**config.mk**
```make
export PLATFORM = sky130hd
export DESIGN_NAME = ex_mem_stage
export DESIGN_NICKNAME = d
export VERILOG_FILES = /design/src/rtl/mips_pkg.sv /design/src/rtl/exmem_skid_buf.sv /design/src/rtl/ex_mem_stage.sv
export SDC_FILE = /design/constraint.sdc
export NUM_CORES = 1
export LEC_CHECK = 0
export CELL_PAD_IN_SITES_DETAIL_PLACEMENT = 0
export CELL_PAD_IN_SITES_GLOBAL_PLACEMENT = 2
export CORE_MARGIN = 3
export CORE_UTILIZATION = 25
export CTS_CLUSTER_DIAMETER = 200
export DETAILED_ROUTE_END_ITERATION = 16
export GPL_TIMING_DRIVEN = 0
export PLACE_DENSITY = 0.72
export SLEW_MARGIN = 0
export SYNTH_ARGS = -nofsm -noshare
export SYNTH_HDL_FRONTEND = slang
export SYNTH_SLANG_ARGS = --single-unit
```
**constraint.sdc**
```tcl
create_clock -name clk -period 1.6 [get_ports clk]
set_clock_uncertainty 0.05 [all_clocks]
set_input_delay 0.32 -clock clk [delete_from_list [all_inputs] [get_ports clk]]
set_output_delay 0.32 -clock clk [all_outputs]
set_load 0.02 [all_outputs]
```
**src/rtl/mips_pkg.sv**
```systemverilog
// Shared types and constants for the EX/MEM boundary: control bundle layout,
// default widths and the registered pipeline entry.
package mips_pkg;

    localparam int unsigned DATA_W_DEF = 32;
    localparam int unsigned REG_AW_DEF = 5;

    localparam int unsigned CTRL_W  = 7;
    localparam int unsigned MCTRL_W = 5;

    // EX control bundle: {memRead, memWrite, regWrite, memToReg, branch, branchNe, halt}
    typedef logic [CTRL_W-1:0] ctrl_t;

    localparam int unsigned CTRL_MEMREAD  = 6;
    localparam int unsigned CTRL_MEMWRITE = 5;
    localparam int unsigned CTRL_REGWRITE = 4;
    localparam int unsigned CTRL_MEMTOREG = 3;
    localparam int unsigned CTRL_BRANCH   = 2;
    localparam int unsigned CTRL_BRANCHNE = 1;
    localparam int unsigned CTRL_HALT     = 0;

    // MEM-side control bundle: {memRead, memWrite, regWrite, memToReg, halt}
    typedef logic [MCTRL_W-1:0] mctrl_t;

    localparam int unsigned MCTRL_MEMREAD  = 4;
    localparam int unsigned MCTRL_MEMWRITE = 3;
    localparam int unsigned MCTRL_REGWRITE = 2;
    localparam int unsigned MCTRL_MEMTOREG = 1;
    localparam int unsigned MCTRL_HALT     = 0;

    typedef struct packed {
        logic [DATA_W_DEF-1:0] addr;
        logic [DATA_W_DEF-1:0] wdata;
        logic [REG_AW_DEF-1:0] rd;
        mctrl_t                ctrl;
    } exmem_entry_t;

    // Branches and writes to r0 never reach the register file.
    function automatic mctrl_t to_mem_ctrl(input ctrl_t c, input logic rd_is_zero);
        mctrl_t m;
        m                 = '0;
        m[MCTRL_MEMREAD]  = c[CTRL_MEMREAD];
        m[MCTRL_MEMWRITE] = c[CTRL_MEMWRITE];
        m[MCTRL_REGWRITE] = c[CTRL_REGWRITE] & ~c[CTRL_BRANCH] & ~rd_is_zero;
        m[MCTRL_MEMTOREG] = c[CTRL_MEMTOREG];
        m[MCTRL_HALT]     = c[CTRL_HALT];
        return m;
    endfunction

endpackage

```
**src/rtl/exmem_skid_buf.sv**
```systemverilog
// Two-entry valid/ready skid buffer: head drives the output, skid absorbs one beat
// while the consumer stalls. in_ready is registered and never sees out_ready.
module exmem_skid_buf
    import mips_pkg::*;
#(
    parameter type entry_t = exmem_entry_t
) (
    input  logic   clk,
    input  logic   rst_n,
    input  logic   in_valid,
    output logic   in_ready,
    input  entry_t in_data,
    output logic   out_valid,
    input  logic   out_ready,
    output entry_t out_data
);

    entry_t head_q, head_d;
    entry_t skid_q, skid_d;
    logic   head_valid_q, head_valid_d;
    logic   skid_valid_q, skid_valid_d;
    logic   ready_q;
    logic   accept;
    logic   xfer;

    assign accept = in_valid && ready_q;
    assign xfer   = head_valid_q && out_ready;

    always_comb begin
        head_d       = head_q;
        skid_d       = skid_q;
        head_valid_d = head_valid_q;
        skid_valid_d = skid_valid_q;
        if (xfer) begin
            if (skid_valid_q) begin
                // ready_q is low here, so no accept can coincide with the refill
                head_d       = skid_q;
                skid_valid_d = 1'b0;
            end else if (accept) begin
                head_d = in_data;
            end else begin
                head_valid_d = 1'b0;
            end
        end else if (accept) begin
            if (!head_valid_q) begin
                head_d       = in_data;
                head_valid_d = 1'b1;
            end else begin
                skid_d       = in_data;
                skid_valid_d = 1'b1;
            end
        end
    end

    always_ff @(posedge clk) begin
        if (!rst_n) begin
            head_q       <= '0;
            skid_q       <= '0;
            head_valid_q <= 1'b0;
            skid_valid_q <= 1'b0;
            ready_q      <= 1'b1;
        end else begin
            head_q       <= head_d;
            skid_q       <= skid_d;
            head_valid_q <= head_valid_d;
            skid_valid_q <= skid_valid_d;
            ready_q      <= !skid_valid_d;
        end
    end

    assign in_ready  = ready_q;
    assign out_valid = head_valid_q;
    assign out_data  = head_q;

endmodule

```
**src/rtl/ex_mem_stage.sv**
```systemverilog
// EX/MEM pipeline stage: skid-buffered handoff to MEM, BEQ/BNE redirect and
// forwarding from the head entry. Define EX_MEM_STATS_EN to add event counters.
module ex_mem_stage
    import mips_pkg::*;
#(
    parameter int unsigned DATA_W = DATA_W_DEF,
    parameter int unsigned REG_AW = REG_AW_DEF
) (
    input  logic                clk,
    input  logic                rst_n,
    input  logic                ex_valid,
    output logic                ex_ready,
    input  logic [DATA_W-1:0]   alu_Result,
    input  logic                alu_zeroFlag,
    input  logic [DATA_W-1:0]   rtData,
    input  logic [REG_AW-1:0]   rdAddr,
    input  logic [DATA_W-1:0]   branchTarget,
    input  logic [CTRL_W-1:0]   ctrl,
    output logic                mem_valid,
    input  logic                mem_ready,
    output logic [DATA_W-1:0]   mem_addr,
    output logic [DATA_W-1:0]   mem_wdata,
    output logic [REG_AW-1:0]   mem_rd,
    output logic [MCTRL_W-1:0]  mem_ctrl,
    output logic                pcRedirect,
    output logic [DATA_W-1:0]   pcTarget,
    output logic                fwdValid,
    output logic [REG_AW-1:0]   fwdAddr,
    output logic [DATA_W-1:0]   fwdData
`ifdef EX_MEM_STATS_EN
    ,
    output logic [31:0]         statAccepted,
    output logic [31:0]         statStallCycles,
    output logic [31:0]         statRedirects
`endif
);

    typedef struct packed {
        logic [DATA_W-1:0] addr;
        logic [DATA_W-1:0] wdata;
        logic [REG_AW-1:0] rd;
        mctrl_t            ctrl;
    } entry_t;

    entry_t            in_entry;
    entry_t            head;
    logic              buf_in_ready;
    logic              head_valid;
    logic              accept;
    logic              taken;
    logic              halted_q;
    logic              redirect_q;
    logic [DATA_W-1:0] pc_target_q;
    logic              fwd_ok;

    // After a halt is accepted, no further beat enters until reset.
    assign ex_ready = buf_in_ready && !halted_q;
    assign accept   = ex_valid && ex_ready;
    assign taken    = accept && ctrl[CTRL_BRANCH] && (alu_zeroFlag ^ ctrl[CTRL_BRANCHNE]);

    always_comb begin
        in_entry       = '0;
        in_entry.addr  = alu_Result;
        in_entry.wdata = rtData;
        in_entry.rd    = rdAddr;
        in_entry.ctrl  = to_mem_ctrl(ctrl, rdAddr == '0);
    end

    exmem_skid_buf #(
        .entry_t (entry_t)
    ) u_skid (
        .clk       (clk),
        .rst_n     (rst_n),
        .in_valid  (ex_valid && !halted_q),
        .in_ready  (buf_in_ready),
        .in_data   (in_entry),
        .out_valid (head_valid),
        .out_ready (mem_ready),
        .out_data  (head)
    );

    assign mem_valid = head_valid;
    assign mem_addr  = head.addr;
    assign mem_wdata = head.wdata;
    assign mem_rd    = head.rd;
    assign mem_ctrl  = head.ctrl;

    // Redirect is resolved at accept time, regardless of what MEM is doing.
    always_ff @(posedge clk) begin
        if (!rst_n) begin
            redirect_q  <= 1'b0;
            pc_target_q <= '0;
            halted_q    <= 1'b0;
        end else begin
            redirect_q <= taken;
            if (taken) begin
                pc_target_q <= branchTarget;
            end
            if (accept && ctrl[CTRL_HALT]) begin
                halted_q <= 1'b1;
            end
        end
    end

    assign pcRedirect = redirect_q;
    assign pcTarget   = pc_target_q;

    // Loads are excluded: their value is not known until MEM completes.
    assign fwd_ok   = head_valid && head.ctrl[MCTRL_REGWRITE] && !head.ctrl[MCTRL_MEMREAD]
                      && (head.rd != '0);
    assign fwdValid = fwd_ok;
    assign fwdAddr  = fwd_ok ? head.rd : '0;
    assign fwdData  = fwd_ok ? head.addr : '0;

`ifdef EX_MEM_STATS_EN
    logic [31:0] stat_acc_q;
    logic [31:0] stat_stall_q;
    logic [31:0] stat_redir_q;

    always_ff @(posedge clk) begin
        if (!rst_n) begin
            stat_acc_q   <= '0;
            stat_stall_q <= '0;
            stat_redir_q <= '0;
        end else begin
            if (accept) begin
                stat_acc_q <= stat_acc_q + 32'd1;
            end
            if (head_valid && !mem_ready) begin
                stat_stall_q <= stat_stall_q + 32'd1;
            end
            if (redirect_q) begin
                stat_redir_q <= stat_redir_q + 32'd1;
            end
        end
    end

    assign statAccepted    = stat_acc_q;
    assign statStallCycles = stat_stall_q;
    assign statRedirects   = stat_redir_q;
`endif

endmodule

```
==> impl_results.md, run 1 <==
* Clock transition at path regs at 0.08 ns
* Routability cong. at 0.740
* Seq/Total Area, Yosys at between 40% and 50%
* Final min period at 2.43 ns
* Worst vdd ir at 0.695 mV
* NumNets Final at 1390
* CP Launch Type: register
* Max Cap Viol at 0
* Vias in the first global route at 8607
* Crit Path Category: reg -> out
* Status: finished, violations left
* Grt met1 use at 23.3%
* Slew HR at 60.6%
* DR iter-0 viols at roughly 470
* GRT busiest layer: met2
* Worst-case clock buffer depth at 2
* YS warnings at 0
* First-pass GRT wire length at 52.6 mm
* Post-Syn Nets at 1093
* Place WS at -0.900 ns
* Hold path start: rst_n
* CP arrival at 2.06 ns
* DRT antenna net count at 0
* Die Wd at just under 200 µm
* Clock sinks at 185
* Reg2reg end: pcTarget[24]
* Clk Latency, worst-skew pair at about 0.44 ns
* Core ar. at 0.0349 mm²
* Most used DFF post-synth: dfxtp_1
* Met2 Use GR at 29.1%
* # DRC at 0
* Largest net degree at the start of global routing at 19
* Hold Slack at 0.335 ns
* FMAX at 411 MHz
* RSZ-0062 raised after global routing: yes
* Count of hold-fix buffers inserted at cts at 0
* Hold WC Path Type: in -> reg
* Hold Violations, Final at 0
* Total congestion overflow at 0
* Detailed Place HPWL at 24.5 mm
* Tcrit/Tclk final at 152%
* H-tree depth at 4
* Worst EP required at 1.23 ns
* Vias/cell at 4.88
* Synth unique cells at 35
* Post-route cell area at 0.0132 mm²
* Mean Syn Cell Area at 9.14 µm²
* Worst Setup EP: fwdData[11]
* Cells after synthesis at approximately 1000
* Area post-placement at between 0.01 and 0.015 mm²
* Worst-path fanout max at 8
* PwrDens at 926 mW/mm²
* CTS buffer count at 17
* CP Capture Type: output pin
* Final setup fails at 38
* R2r startpoint: halted_q
* Syn-to-layout area delta at 47.3%
* Layout cells sized above 1 at roughly a fifth
* GRT Util Overall at 17.6%
* IO buf count at 258
* Non-filler instance count after layout at between 1500 and 2000
* Setup crit start: u_skid.out_data[6]
* #FFs+latches synth at 185
* Tot Pwr at 12.2 mW
* Initial Utilization at roughly 26%
* Die ar. at 0.0381 mm²
* Num rows at 68
* Root buf cell: clkbuf_16
* Io pins at between 200 and 300
* Die height at 195 µm
* GRT met3 Usage at under 10%
* Worst-Margin Slew at 0.592 ns
* ANT cells at 0
* Max Slew Vio Count at 0
* Post-synth EDFFs at 0
* R2r setup slk at 0.04 ns
* Initial antenna violation count at 1
* Drt wl/cell at 19.8 µm
* Failing checks: setup timing
* Synth Cell Area at a little under 0.009 mm²
* Pre-antenna DRT Iters at 5
* Via count at 8521
* Final wirelength at 34.6 mm
* Leakage power at 6.10 nW
* CTS tree: done
* Inst Count DP at 1693
* Worst Setup Slack, final at -0.835 ns
* Reg2Reg Depth at 6
* Async S/R FF share, synth at 0%
==> placed cells by master (no fill, tap or decap), types with 34 or more instances in the layout <==
master           netlist  routed
clkbuf_2               0      39
dlygate4sd2_1          0      71
a21oi_1               75      75
mux2i_1              105      95
o21ai_0               76      74
and2_4                23      34
buf_6                  6      69
nand2_1               67      67
o221ai_1              73      73
a21boi_0              60      60
a21o_1                74      74
clkdlybuf4s50_1        0     109
nand3_1               76      76
dfxtp_1              185     176
==> what timing repair did <==
item | in CTS | in global routing
resized for setup | 451 | 117
pin swaps | 3 | 1
gates cloned | 2 | 2
setup endpoints to repair | 331 | 234
setup buffers | 14 | 4
==> cells by family after synthesis <==
group           synth area share, %
flops                          41.4
xor+xnor                     0.0978
mux                            11.7
simple gates                   11.5
buf+inv                        6.47
compound gates                 28.8
==> synth_stat cells (2+ instances only) <==
library cell / instances / area [µm²]
nand3_1: 76 / 380
or4_1: 2 / 15.0
and3_1: 2 / 12.5
nor2_1: 2 / 7.51
nor2b_1: 3 / 18.8
clkbuf_1: 49 / 184
dfxtp_1: 185 / 3700
mux2i_1: 105 / 1050
buf_6: 6 / 67.6
and3b_1: 3 / 26.3
buf_4: 17 / 128
a21oi_1: 75 / 375
a21o_1: 74 / 556
o221ai_1: 73 / 639
buf_2: 34 / 170
nand2_1: 67 / 251
and2_1: 11 / 68.8
a21boi_1: 14 / 105
and2_4: 23 / 201
buf_1: 7 / 26.3
o21ai_0: 76 / 380
a21boi_0: 60 / 450
and2_2: 4 / 30.0
==> power by group <==
group          leakage, nW  switching (mW)  internal, mW  total [mW]
Clock                0.284            2.12          2.21        4.33
Sequential            1.52           0.242          4.90        5.14
Combinational         4.30            1.52          1.23        2.75
==> per-layer routing <==
layer / part of all wire, % / wire length, µm / vias to the layer above
li1: - / - / 4186
met1: 46 / 15900 / 4059
met2: 47 / 16200 / 263
met3: 6.7 / 2320 / 13
met4: 0.60 / 208 / 0
met5: 0 / 0 / -
==> worst max-delay path: stages, from the launching register on <==
cell	delay, ns
dfxtp_4	0.34
or4_4	0.55
o21a_4	0.29
buf_6	0.16
and2_4	0.15
buf_6	0.12
==> metrics by stage <==
stage	util [%]	TNS [ns]
global route	37.8	-30.04
floorplan	-	-5.83
detailed placement	34.8	-167.45
CTS	37.3	-29.13
global placement	34.8	-162.78
finish	37.8	-27.99
==> area by class of cell <==
cell class / count / area [µm²]
inverters: 1 / 3.75
plain buffers: 111 / 890
clock buffers: 17 / 425
well taps: 455 / 569
repair buffers: 280 / 2680
multi-input cells: 681 / 4750
clock inverters: 15 / 149
fillers: 3607 / 21700
flip-flops and latches: 185 / 3720
==> flip-flops by register name, summed over array words and instances, names as in the netlist <==
name / flops
halted_q: 1
pcRedirect: 1
pcTarget: 32
u_skid.in_ready: 1
u_skid.out_data: 74
u_skid.out_valid: 1
u_skid.skid_q: 74
u_skid.skid_valid_q: 1
==> worst min path at each step <==
stage,to,slack (ns),depth (start not counted)
finish,u_skid.out_data[4],0.34,3
global route,u_skid.out_data[4],0.35,3
detailed placement,pcTarget[7],0.40,2
CTS,u_skid.out_data[4],0.32,3
floorplan,u_skid.skid_q[47],0.40,2
global placement,pcTarget[19],0.39,2
Note: power is estimated with default switching activity, not from simulation.
==> run 2, diff against run 1 <==
SETUP_SLACK_MARGIN = 0.15   (was unset)
==> run 2 against run 1 <==
  * The run still ends with setup timing left
  * Wire length up 5.2%
  * Utilization up 5.1 points
  * Cell area up 14%
  * Critical path depth unchanged
  * First-iteration DRC count down 31%
  * Sequential power up 0.8%
  * Combinational power up 36%
  * Maximum frequency up 0.11%
  * Non-clock buffer count up 59
==> impl_results.md, run 2 (synthesis results as in run 1) <==
* Most frequent cells in the layout: 153 x dfxtp_1, 111 x buf_2, 109 x clkdlybuf4s50_1, 97 x mux2i_1, 82 x buf_6
* Worst path slowest cell: or4_4
* Worst-Margin Slew at 0.881 ns (+0.289 ns)
* Detailed Place HPWL at 24.4 mm (-0.63%)
* Reg2Reg Depth at 8 (+2)
* IO buf count at 258 (unchanged)
* Setup crit start: u_skid.out_data[5]
* Total congestion overflow at 0 (unchanged)
* Clock sinks at 185 (unchanged)
* ANT cells at 0 (unchanged)
* Pre-antenna DRT Iters at 5 (unchanged)
* Slew HR at 41.3% (-19 points)
* Die ar. at 0.0381 mm² (unchanged)
* Drt wl/cell at 20.2 µm (+1.9%)
* Final core occ at 43.0% (+5.1 points)
* Max Slew Vio Count at 0 (unchanged)
* Die height at 195 µm (unchanged)
* CP Cell Sequence: or4_4 -> o21a_4 -> buf_8 -> and2_4 -> buf_6
* RSZ-0062 raised after global routing: yes
* FILL cells at 3494 (-3.1%)
* Vias in the first global route at 8980 (+4.3%)
* Reg2reg end: u_skid.out_data[33]
* # DRC at 0 (unchanged)
* Max Cap Viol at 0 (unchanged)
* Root buf cell: clkbuf_16
* R2r startpoint: halted_q
* Hold Slack at 0.372 ns (+0.0365 ns)
* Routability cong. at 0.749 (+1.2%)
* Count of hold-fix buffers inserted at cts at 0 (unchanged)
* Syn-to-layout area delta at 67.4%
* Inst Count DP at 1693 (unchanged)
* Via count at 8866 (+4.0%)
* CP Capture Type: output pin
* Clock transition at path regs at 0.08 ns (about the same)
* R2r setup slk at -0.05 ns (-0.09 ns)
* Worst EP required at 1.23 ns (about the same)
* Most common cell after layout, fill and taps aside: dfxtp_1
* CP Depth at 5 (unchanged)
* DR iter-0 viols at 322 (-31%)
* Hold Violations, Final at 0 (unchanged)
* Non-filler instance count after layout at 1803 (+3.3%)
* Largest net degree at the start of global routing at 17 (-2)
* Fin Setup TNS at -29.05 ns (-1.06 ns)
* Worst-path fanout max at 10 (+2)
* DRT antenna net count at 0 (unchanged)
* CP arrival at 2.06 ns (about the same)
* Worst Setup EP: fwdData[29]
* Clk Latency, worst-skew pair at 0.44 ns (about the same)
* Worst Setup Slack, final at -0.832 ns (+0.00274 ns)
* Final min period at 2.43 ns (-0.00274 ns)
* Max stage delay on crit path at 0.54 ns (about the same)
* Final setup fails at 53 (+39%)
* NumNets Final at 1449 (+4.2%)
* Hold WC Path Type: in -> reg
* Worst vdd ir at 0.741 mV (+6.5%)
* CTS buffer count at 17 (unchanged)
* Crit Path Category: reg -> out
* Die Wd at 195 µm (unchanged)
* Vias/cell at 4.92 (+0.70%)
* Initial antenna violation count at 1 (unchanged)
* Leakage power at 6.64 nW (+8.8%)
* Tcrit/Tclk final at 152% (-0.17 points)
* FMAX at 411 MHz (+0.11%)
* Place WS at -0.908 ns (-0.00790 ns)
* Status: finished, violations left
* First-pass GRT wire length at 55.4 mm (+5.4%)
* CTS tree: done
* Layout cells sized above 1 at 43.5% (+23 points)
* CP Launch Type: register
* PwrDens at 901 mW/mm² (-2.8%)
* Worst-case clock buffer depth at 2 (unchanged)
* Io pins at 260 (unchanged)
* H-tree depth at 4 (unchanged)
* Initial Utilization at 25.7% (unchanged)
* Critical path's top delay family: simple AND/OR/NAND/NOR gates
* Core ar. at 0.0349 mm² (unchanged)
* Failing checks: setup timing
* Buf+Inv Stages, Crit Path at 2 (unchanged)
* GRT Util Overall at 18.6% (+0.92 points)
* Final wirelength at 36.4 mm (+5.2%)
* Num rows at 68 (unchanged)
[run 2: how the worst min path moves through the flow]
stage | endpoint | startpoint | cells past startpoint | slack [ns]
global route | pcTarget[7] | branchTarget[7] | 3 | 0.36
CTS | pcTarget[0] | branchTarget[0] | 3 | 0.36
detailed placement | pcTarget[5] | pcTarget[5] | 2 | 0.40
finish | pcTarget[25] | branchTarget[25] | 3 | 0.37
global placement | pcTarget[21] | pcTarget[21] | 2 | 0.39
floorplan | u_skid.skid_q[47] | u_skid.skid_q[47] | 2 | 0.40
[run 2: layout make-up]
type,count,area [µm²],area share (%)
multi-input combinational,681,5540,37.0
sequential,185,3760,25.1
timing repair buffer,340,3430,22.9
buffer,110,1070,7.14
tap,455,569,3.80
clock buffer,20,478,3.19
clock inverter,11,135,0.902
inverter,1,3.75,0.0251
[run 2: routing by layer]
layer	part of all wire (%)	vias up	track usage [%]
met5	0.030	-	0
met4	1.3	2	4.09
met3	6.5	30	5.30
met2	47	238	30.6
met1	45	4285	24.3
li1	-	4311	-
[run 2: tightest hold or removal path: stages]
cell             delay [ns]
clkdlybuf4s50_1        0.40
nand2_1                0.05
mux2i_1                0.06
[run 2: timing repair]
| action | in CTS | in global routing |
|---|---|---|
| gates resized for setup | 961 | 263 |
| setup buffers | 47 | 14 |
| gates cloned | 21 | 0 |
| endpoints found under the setup margin | 331 | 249 |
| pin swaps | 28 | 22 |
[run 2: per-stage QoR]
step	power [mW]	cell area (µm²)
finish	13.5	15000
global route	14.1	15000
CTS	13.3	14300
detailed placement	7.94	12100
global placement	7.94	12100
floorplan	6.59	8980
[run 2: report_power, final]
part / switching, mW / internal [mW]
combinational: 1.89 / 1.86
clock: 2.06 / 2.50
sequential: 0.274 / 4.91
total: 4.23 / 9.27
==> run 3, diff against run 2 <==
PLACE_DENSITY = unset   (was 0.72)
PLACE_DENSITY_LB_ADDON = 0.1   (was unset)
==> run 3 against run 2 <==
  * The run still ends with setup timing left
  * Maximum frequency shrank 0.50%
  * First-iteration DRC count is 3.1% lower
  * Sequential cell count stayed put
  * Die area unchanged
  * Critical path type unchanged
  * Largest power group unchanged
==> impl_results.md, run 3 (synthesis results as in run 1) <==
* Worst-case clock buffer depth at 2 (unchanged)
* Buf+Inv Stages, Crit Path at 2 (unchanged)
* R2r startpoint: halted_q
* NumNets Final at 1461 (+0.83%)
* FMAX at 409 MHz (-0.50%)
* Post-route cell area at 0.0155 mm² (+3.2%)
* Final wirelength at 37.8 mm (+3.8%)
* Reg2Reg Depth at 10 (+2)
* WHS Path Cells at 3 (unchanged)
* Pre-antenna DRT Iters at 5 (unchanged)
* Clock transition at path regs at 0.08 ns (about the same)
* # DRC at 0 (unchanged)
* Hold Violations, Final at 0 (unchanged)
* DR iter-0 viols at 312 (-3.1%)
* PwrDens at 892 mW/mm² (-1.0%)
* Initial Utilization at 25.7% (unchanged)
* Die Wd at 195 µm (unchanged)
* Hold path start: branchTarget[17]
* GRT Util Overall at 18.7% (+0.094 points)
* Largest net degree at the start of global routing at 17 (unchanged)
* Count of hold-fix buffers inserted at cts at 0 (unchanged)
* CP Cell Sequence: or4_4 -> o21a_4 -> buf_8 -> and2_4 -> buf_6
* Psw at 4.18 mW (-1.3%)
* First-pass GRT wire length at 55.4 mm (-0.12%)
* Root buf cell: clkbuf_16
* Die ar. at 0.0381 mm² (unchanged)
* Clk pwr share at 34.2% (+0.4 points)
* Leakage power at 6.83 nW (+2.8%)
* Worst-path fanout max at 8 (-2)
* Total congestion overflow at 0 (unchanged)
* Area post-placement at 0.0121 mm² (unchanged)
* Net Sw Frac at 30.3% (-1.1 points)
* Hold WC Path Type: in -> reg
* Internal at 9.62 mW (+3.8%)
* CP arrival at 2.07 ns (about the same)
* Final min period at 2.44 ns (+0.0122 ns)
* IO buf count at 258 (unchanged)
* Worst-Margin Slew at 0.876 ns (-0.00443 ns)
* Drt wl/cell at 20.8 µm (+3.1%)
* Worst path slowest cell: or4_4
* Worst vdd ir at 0.852 mV (+15%)
* Status: finished, violations left
* Die height at 195 µm (unchanged)
* CP Launch Type: register
* Vias in the first global route at 8932 (-0.53%)
* Max Cap Viol at 0 (unchanged)
* Most common cell after layout, fill and taps aside: dfxtp_1
* Num rows at 68 (unchanged)
* Via count at 8995 (+1.5%)
* Sink of the worst hold path: pcTarget[17]
* ANT cells at 0 (unchanged)
* Comb pwr share at 28.1% (+0.3 points)
* Crit Path Category: reg -> out
* Clk Latency, worst-skew pair at 0.44 ns (about the same)
* RSZ-0062 raised after global routing: yes
* CP Depth at 5 (unchanged)
* CTS buffer count at 17 (unchanged)
* H-tree depth at 4 (unchanged)
* Core ar. at 0.0349 mm² (unchanged)
* Routability cong. at 0.736 (-1.8%)
* Syn-to-layout area delta at 72.8%
* Initial antenna violation count at 2 (+1)
* R2r setup slk at -0.19 ns (-0.14 ns)
* Final setup fails at 212 (+300%)
* Failing checks: setup timing
* CP Capture Type: output pin
* Tcrit/Tclk final at 153% (+0.76 points)
* CTS tree: done
* DRT antenna net count at 0 (unchanged)
* Max stage delay on crit path at 0.54 ns (about the same)
* Reg2reg end: u_skid.out_data[4]
* Most frequent cells in the layout: 164 x dfxtp_1, 110 x clkdlybuf4s50_1, 106 x buf_2, 97 x mux2i_1, 82 x buf_6
* Place WS at -0.867 ns (+0.0409 ns)
* Sequential power share at 37.7% (-0.7 points)
* Clock sinks at 185 (unchanged)
* Worst EP required at 1.23 ns (about the same)
* Worst Setup Slack, final at -0.844 ns (-0.0122 ns)
* Critical path's top delay family: simple AND/OR/NAND/NOR gates
* Max Slew Vio Count at 0 (unchanged)
* Detailed Place HPWL at 24.4 mm (+0.21%)
* Vias/cell at 4.95 (+0.73%)
* Slew HR at 41.6% (+0.30 points)
* FILL cells at 3515 (+0.60%)
* Layout cells sized above 1 at 45.6% (+2.0 points)
* Io pins at 260 (unchanged)
[run 3: worst max-delay path by stage]
stage | from | slack [ns] | end
3_3_place_gp | ex_valid | -0.87 | u_skid.out_data[33]
3_5_place_dp | ex_valid | -0.87 | u_skid.out_data[31]
4_1_cts | u_skid.out_data[5] | -0.88 | fwdData[11]
2_1_floorplan | u_skid.out_data[5] | -0.20 | fwdData[22]
6_report | u_skid.out_data[5] | -0.84 | fwdData[11]
5_1_grt | u_skid.out_data[5] | -0.90 | fwdData[29]
[run 3: routing by layer]
metal | track usage, % | wire length [µm]
met2 | 30.8 | 18100
met1 | 24.9 | 17400
met5 | 0 | 34
met4 | 4.57 | 459
met3 | 4.09 | 1850
[run 3: final cells by class]
class,count,area [µm²],area share (%)
multi-input cells,681,5740,37.1
plain buffers,113,1180,7.65
inverters,1,3.75,0.0243
clock inverters,8,140,0.906
clock buffers,24,492,3.18
flip-flops and latches,185,3740,24.2
repair buffers,349,3600,23.3
well taps,455,569,3.68
[run 3: timing repair]
| action | 4_1_cts | 5_1_grt |
|---|---|---|
| endpoints found under the setup margin | 331 | 243 |
| gates resized for setup | 1050 | 204 |
| pin swaps | 88 | 58 |
| setup buffers | 49 | 14 |
| cloned | 16 | 12 |
[run 3: power by group through the flow]
stage | sequential [mW] | combinational, mW | clock (mW)
after detailed placement | 5.25 | 2.69 | 0
after global routing | 5.24 | 4.12 | 5.00
after floorplan | 5.49 | 1.11 | 0
after CTS | 5.16 | 3.31 | 4.86
after global placement | 5.25 | 2.69 | 0
final | 5.20 | 3.88 | 4.72
[run 3: per-stage QoR]
stage / total power, mW / util (%) / setup TNS, ns / hold slack, ns / instances
floorplan: 6.59 / - / -5.83 / 0.402 / 980
global placement: 7.94 / 34.8 / -147.87 / 0.390 / 1693
detailed placement: 7.94 / 34.8 / -149.58 / 0.397 / 1693
CTS: 13.3 / 40.9 / -41.54 / 0.353 / 1790
global route: 14.4 / 44.3 / -63.11 / 0.364 / 1816
finish: 13.8 / 44.3 / -48.37 / 0.377 / 1816
[run 3: worst min-delay path: stages]
cell and delay, ns:
clkdlybuf4s50_1 0.39, nand2_1 0.05, mux2i_1 0.06
==> variant 1 (flow settings as in run 2) <==
Build with the macro `EX_MEM_STATS_EN` defined.
--- a/src/rtl/ex_mem_stage.sv
+++ b/src/rtl/ex_mem_stage.sv
@@ -1,5 +1,7 @@
 // EX/MEM pipeline stage: skid-buffered handoff to MEM, BEQ/BNE redirect and
 // forwarding from the head entry. Define EX_MEM_STATS_EN to add event counters.
+`define EX_MEM_STATS_EN
+
 module ex_mem_stage
     import mips_pkg::*;
 #(
Function (old outputs only; new: statAccepted, statRedirects and statStallCycles): no difference found for any inputs over 4 cycles, from zero or initial values and one cycle with rst_n low; that may be too few to reach the edited logic, so the function may still have changed.
==> variant 1 against run 2 <==
The run still ends with negative setup slack left. Critical path depth stayed put. Maximum frequency is 4.3% lower. Routed wire length is 37% higher. Count of clock-buffer cells in the layout is 30 higher. Die area is 31% higher. Via count is 38% higher. Sequential cell count is 96 higher. Area after synthesis is 32% higher. Total power is 38% higher. Synthesized cell count is 42% higher. Register-to-register slack worse by 0.46 ns. Worst setup slack worse by 0.11 ns. Final area is 44% higher.
==> variant 1: results <==
# TYPE chip_impl_metric gauge
chip_impl_metric{name="grt_first_pass_wirelength",unit="um"} 69700
chip_impl_info{name="outcome",value="finished, violations left"} 1
chip_impl_info{name="holdPathEnd",value="statAccepted[18]$_SDFFE_PN0P_"} 1
chip_impl_info{name="synth_area_leaders",value="dfxtp_1, nand2_1, a21oi_1"} 1
chip_impl_metric{name="setup-violations-final",unit=""} 244
chip_impl_metric{name="synth_nets",unit=""} 1506
chip_impl_info{name="crit_end",value="fwdData[0]"} 1
chip_impl_metric{name="dp.final_hpwl",unit="um"} 33200
chip_impl_metric{name="vdd_ir_drop_max",unit="uV"} 547
chip_impl_metric{name="post_synth_num_cell_types",unit=""} 40
chip_impl_info{name="failed_checks",value="negative setup slack"} 1
chip_impl_metric{name="cts_buffer_depth",unit=""} 3
chip_impl_info{name="worst_r2r_endpoint",value="statStallCycles[22]$_SDFFE_PN0P_"} 1
chip_impl_metric{name="initial_drc_count",unit=""} 444
chip_impl_info{name="yosys-top-cells-count",value="dfxtp_1, nand2_1, a21oi_1"} 1
chip_impl_metric{name="clk_share",unit=""} 0.0539
chip_impl_metric{name="detailroute.via_count",unit=""} 12300
chip_impl_metric{name="area_share_nonclk_buffers",unit=""} 0.290
chip_impl_metric{name="place.gp.congestion",unit=""} 0.770
chip_impl_metric{name="num-multi-input-gates",unit=""} 995
chip_impl_metric{name="buffer_ports.inserted",unit=""} 355
chip_impl_metric{name="number_of_clock_buffers_in_the_layout",unit=""} 50
chip_impl_metric{name="maximum_number_of_pins_on_one_net_before_global_route_repair",unit=""} 13
chip_impl_metric{name="tns",unit="ns"} -78.96
chip_impl_metric{name="final_layout_size_suffix_gt1_frac",unit=""} 0.515
chip_impl_metric{name="final.signal_inverter_count",unit=""} 14
chip_impl_metric{name="clk_pin_slew_worst_paths",unit="ns"} 0.06
chip_impl_metric{name="seq_area_frac_synth",unit=""} 0.477
chip_impl_metric{name="global_route.usage.met2",unit=""} 0.291
chip_impl_metric{name="power.switching",unit="mW"} 5.00
chip_impl_metric{name="fin_ws",unit="ns"} -0.942
## variant 1: cell types whose count changed after synthesis, moves of 28 or more
cell      change
o21ai_0      -56
or4_1        +43
a21boi_0     -60
mux2i_1      -28
o221ai_1     -73
a21o_1       -73
a211oi_1     +72
a21oi_1      +96
o31ai_1      +41
nor2_1      +107
and2_1       +29
dfxtp_1      +96
nand3_1      -46
nand2_1     +180
## variant 1: what timing repair did
| item | 4_1_cts | 5_1_grt |
|---|---|---|
| setup buffers | 44 | 63 |
| resized for setup | 439 | 1309 |
| gates cloned | 8 | 27 |
| pin swaps | 40 | 83 |
| setup endpoints to repair | 521 | 517 |
## variant 1: cell families after synthesis
kind of cell | Yosys count | synth area share
mux | 77 | 0.0654
compound gates | 309 | 0.156
simple gates | 572 | 0.235
buf+inv | 115 | 0.0386
flops | 281 | 0.477
xor+xnor | 33 | 0.0245
fa+ha+maj | 3 | 0.00318
==> variant 2 (settings of run 2) <==
Made on the original files. Put one more register stage on the output `pcRedirect`, cleared by the reset. The value now appears one clock later. The other outputs are not delayed to match.
--- a/src/rtl/ex_mem_stage.sv
+++ b/src/rtl/ex_mem_stage.sv
@@ -102,7 +102,13 @@
         end
     end
 
-    assign pcRedirect = redirect_q;
+    always_ff @(posedge clk) begin
+        if (!rst_n) begin
+            pcRedirect <= '0;
+        end else begin
+            pcRedirect <= redirect_q;
+        end
+    end
     assign pcTarget   = pc_target_q;
 
     // Loads are excluded: their value is not known until MEM completes.
Formal check against the unedited RTL: not equivalent (Yosys sat finds a counterexample within 4 cycles, from zero or initial values and one cycle with rst_n low).
==> variant 2 against run 2 <==
The flow still finishes with violations (negative setup slack). Total power is 2.3% higher. Via count grew 2.3%. Worst setup slack better by 0.033 ns. Sequential share of layout area shrank 1.3 points. Die area did not move. Sequential power increased by 1%. Synthesized cell count grew 0.20%. Combinational power grew 11%. Routed wire length is 4.4% higher. Sequential cell count is 1 higher. Final area is 6.3% higher. Worst hold slack improved by 0.014 ns. Area after synthesis did not move. Largest power group unchanged.
==> variant 2: results <==
# TYPE chip_impl_metric gauge
chip_impl_metric{name="fin_ws",unit="ns"} -0.799
chip_impl_metric{name="routedLengthMet1",unit="um"} 17500
chip_impl_metric{name="post_synth.cell_area_avg",unit="um^2"} 9.12
chip_impl_metric{name="setup-violations-final",unit=""} 222
chip_impl_metric{name="grt_usage",unit=""} 0.187
chip_impl_info{name="outcome",value="finished, violations left"} 1
chip_impl_metric{name="grtUsageMet1",unit=""} 0.250
chip_impl_metric{name="routedWlPerCell",unit="um"} 20.7
chip_impl_info{name="failed_checks",value="negative setup slack"} 1
chip_impl_info{name="min_path_type",value="reg -> reg"} 1
chip_impl_info{name="crit_end",value="fwdData[6]"} 1
chip_impl_metric{name="placement.setup.worst_slack",unit="ns"} -0.933
chip_impl_metric{name="timing.reg2reg.worst_path_depth",unit=""} 10
chip_impl_metric{name="detailroute.via_count",unit=""} 9068
chip_impl_info{name="worstSetupStartpoint",value="u_skid.out_data[6]$_SDFFE_PN0P_"} 1
chip_impl_metric{name="holdPathStages",unit=""} 1
chip_impl_info{name="yosys-top-cells-count",value="dfxtp_1, mux2i_1, nand3_1, o21ai_0, a21oi_1"} 1
chip_impl_info{name="synth_area_leaders",value="dfxtp_1, mux2i_1, o221ai_1"} 1
chip_impl_metric{name="filler_cell_count",unit=""} 3373
chip_impl_metric{name="relSlewSlack",unit=""} 0.432
chip_impl_metric{name="postcts_resize_cnt",unit=""} 622
chip_impl_metric{name="final_layout_size_suffix_gt1_frac",unit=""} 0.444
chip_impl_metric{name="reg2reg_slack",unit="ns"} -0.28
chip_impl_metric{name="netSwitchingFraction",unit=""} 0.318
chip_impl_metric{name="placed_cells",unit=""} 1695
chip_impl_metric{name="vdd_ir_drop_max",unit="uV"} 799
chip_impl_metric{name="worst_hold_slack",unit="ns"} 0.386
chip_impl_metric{name="fin_nets",unit=""} 1477
chip_impl_info{name="holdPathEnd",value="pcRedirect$_SDFF_PN0_"} 1
chip_impl_metric{name="grt_pass1_vias",unit=""} 8935
chip_impl_metric{name="finalWirelength",unit="um"} 38000
chip_impl_metric{name="seq_area_frac_synth",unit=""} 0.416
chip_impl_info{name="min_from",value="redirect_q$_SDFF_PN0_"} 1
-- variant 2: power by group through the flow --
stage | combinational [mW] | sequential [mW] | clock [mW]
floorplan | 1.10 | 5.51 | 0
global placement | 2.68 | 5.28 | 0
detailed placement | 2.69 | 5.29 | 0
CTS | 3.68 | 5.18 | 4.50
global route | 4.42 | 5.28 | 4.68
finish | 4.17 | 5.24 | 4.41
-- variant 2: cell type report --
type | instances | area, um^2 | share of cell area
multi-input cells | 682 | 5800 | 0.364
repair buffers | 364 | 4080 | 0.256
flip-flops and latches | 186 | 3780 | 0.237
plain buffers | 112 | 1090 | 0.0688
well taps | 455 | 569 | 0.0358
clock buffers | 22 | 485 | 0.0305
clock inverters | 10 | 106 | 0.00668
inverters | 1 | 3.75 | 0.000236
-- variant 2: worst max-delay path, stage by stage, from the launching register on --
cell,delay (ns)
dfxtp_4,0.34
or4_4,0.56
o21a_4,0.27
buf_8,0.15
and2_4,0.15
buf_6,0.12
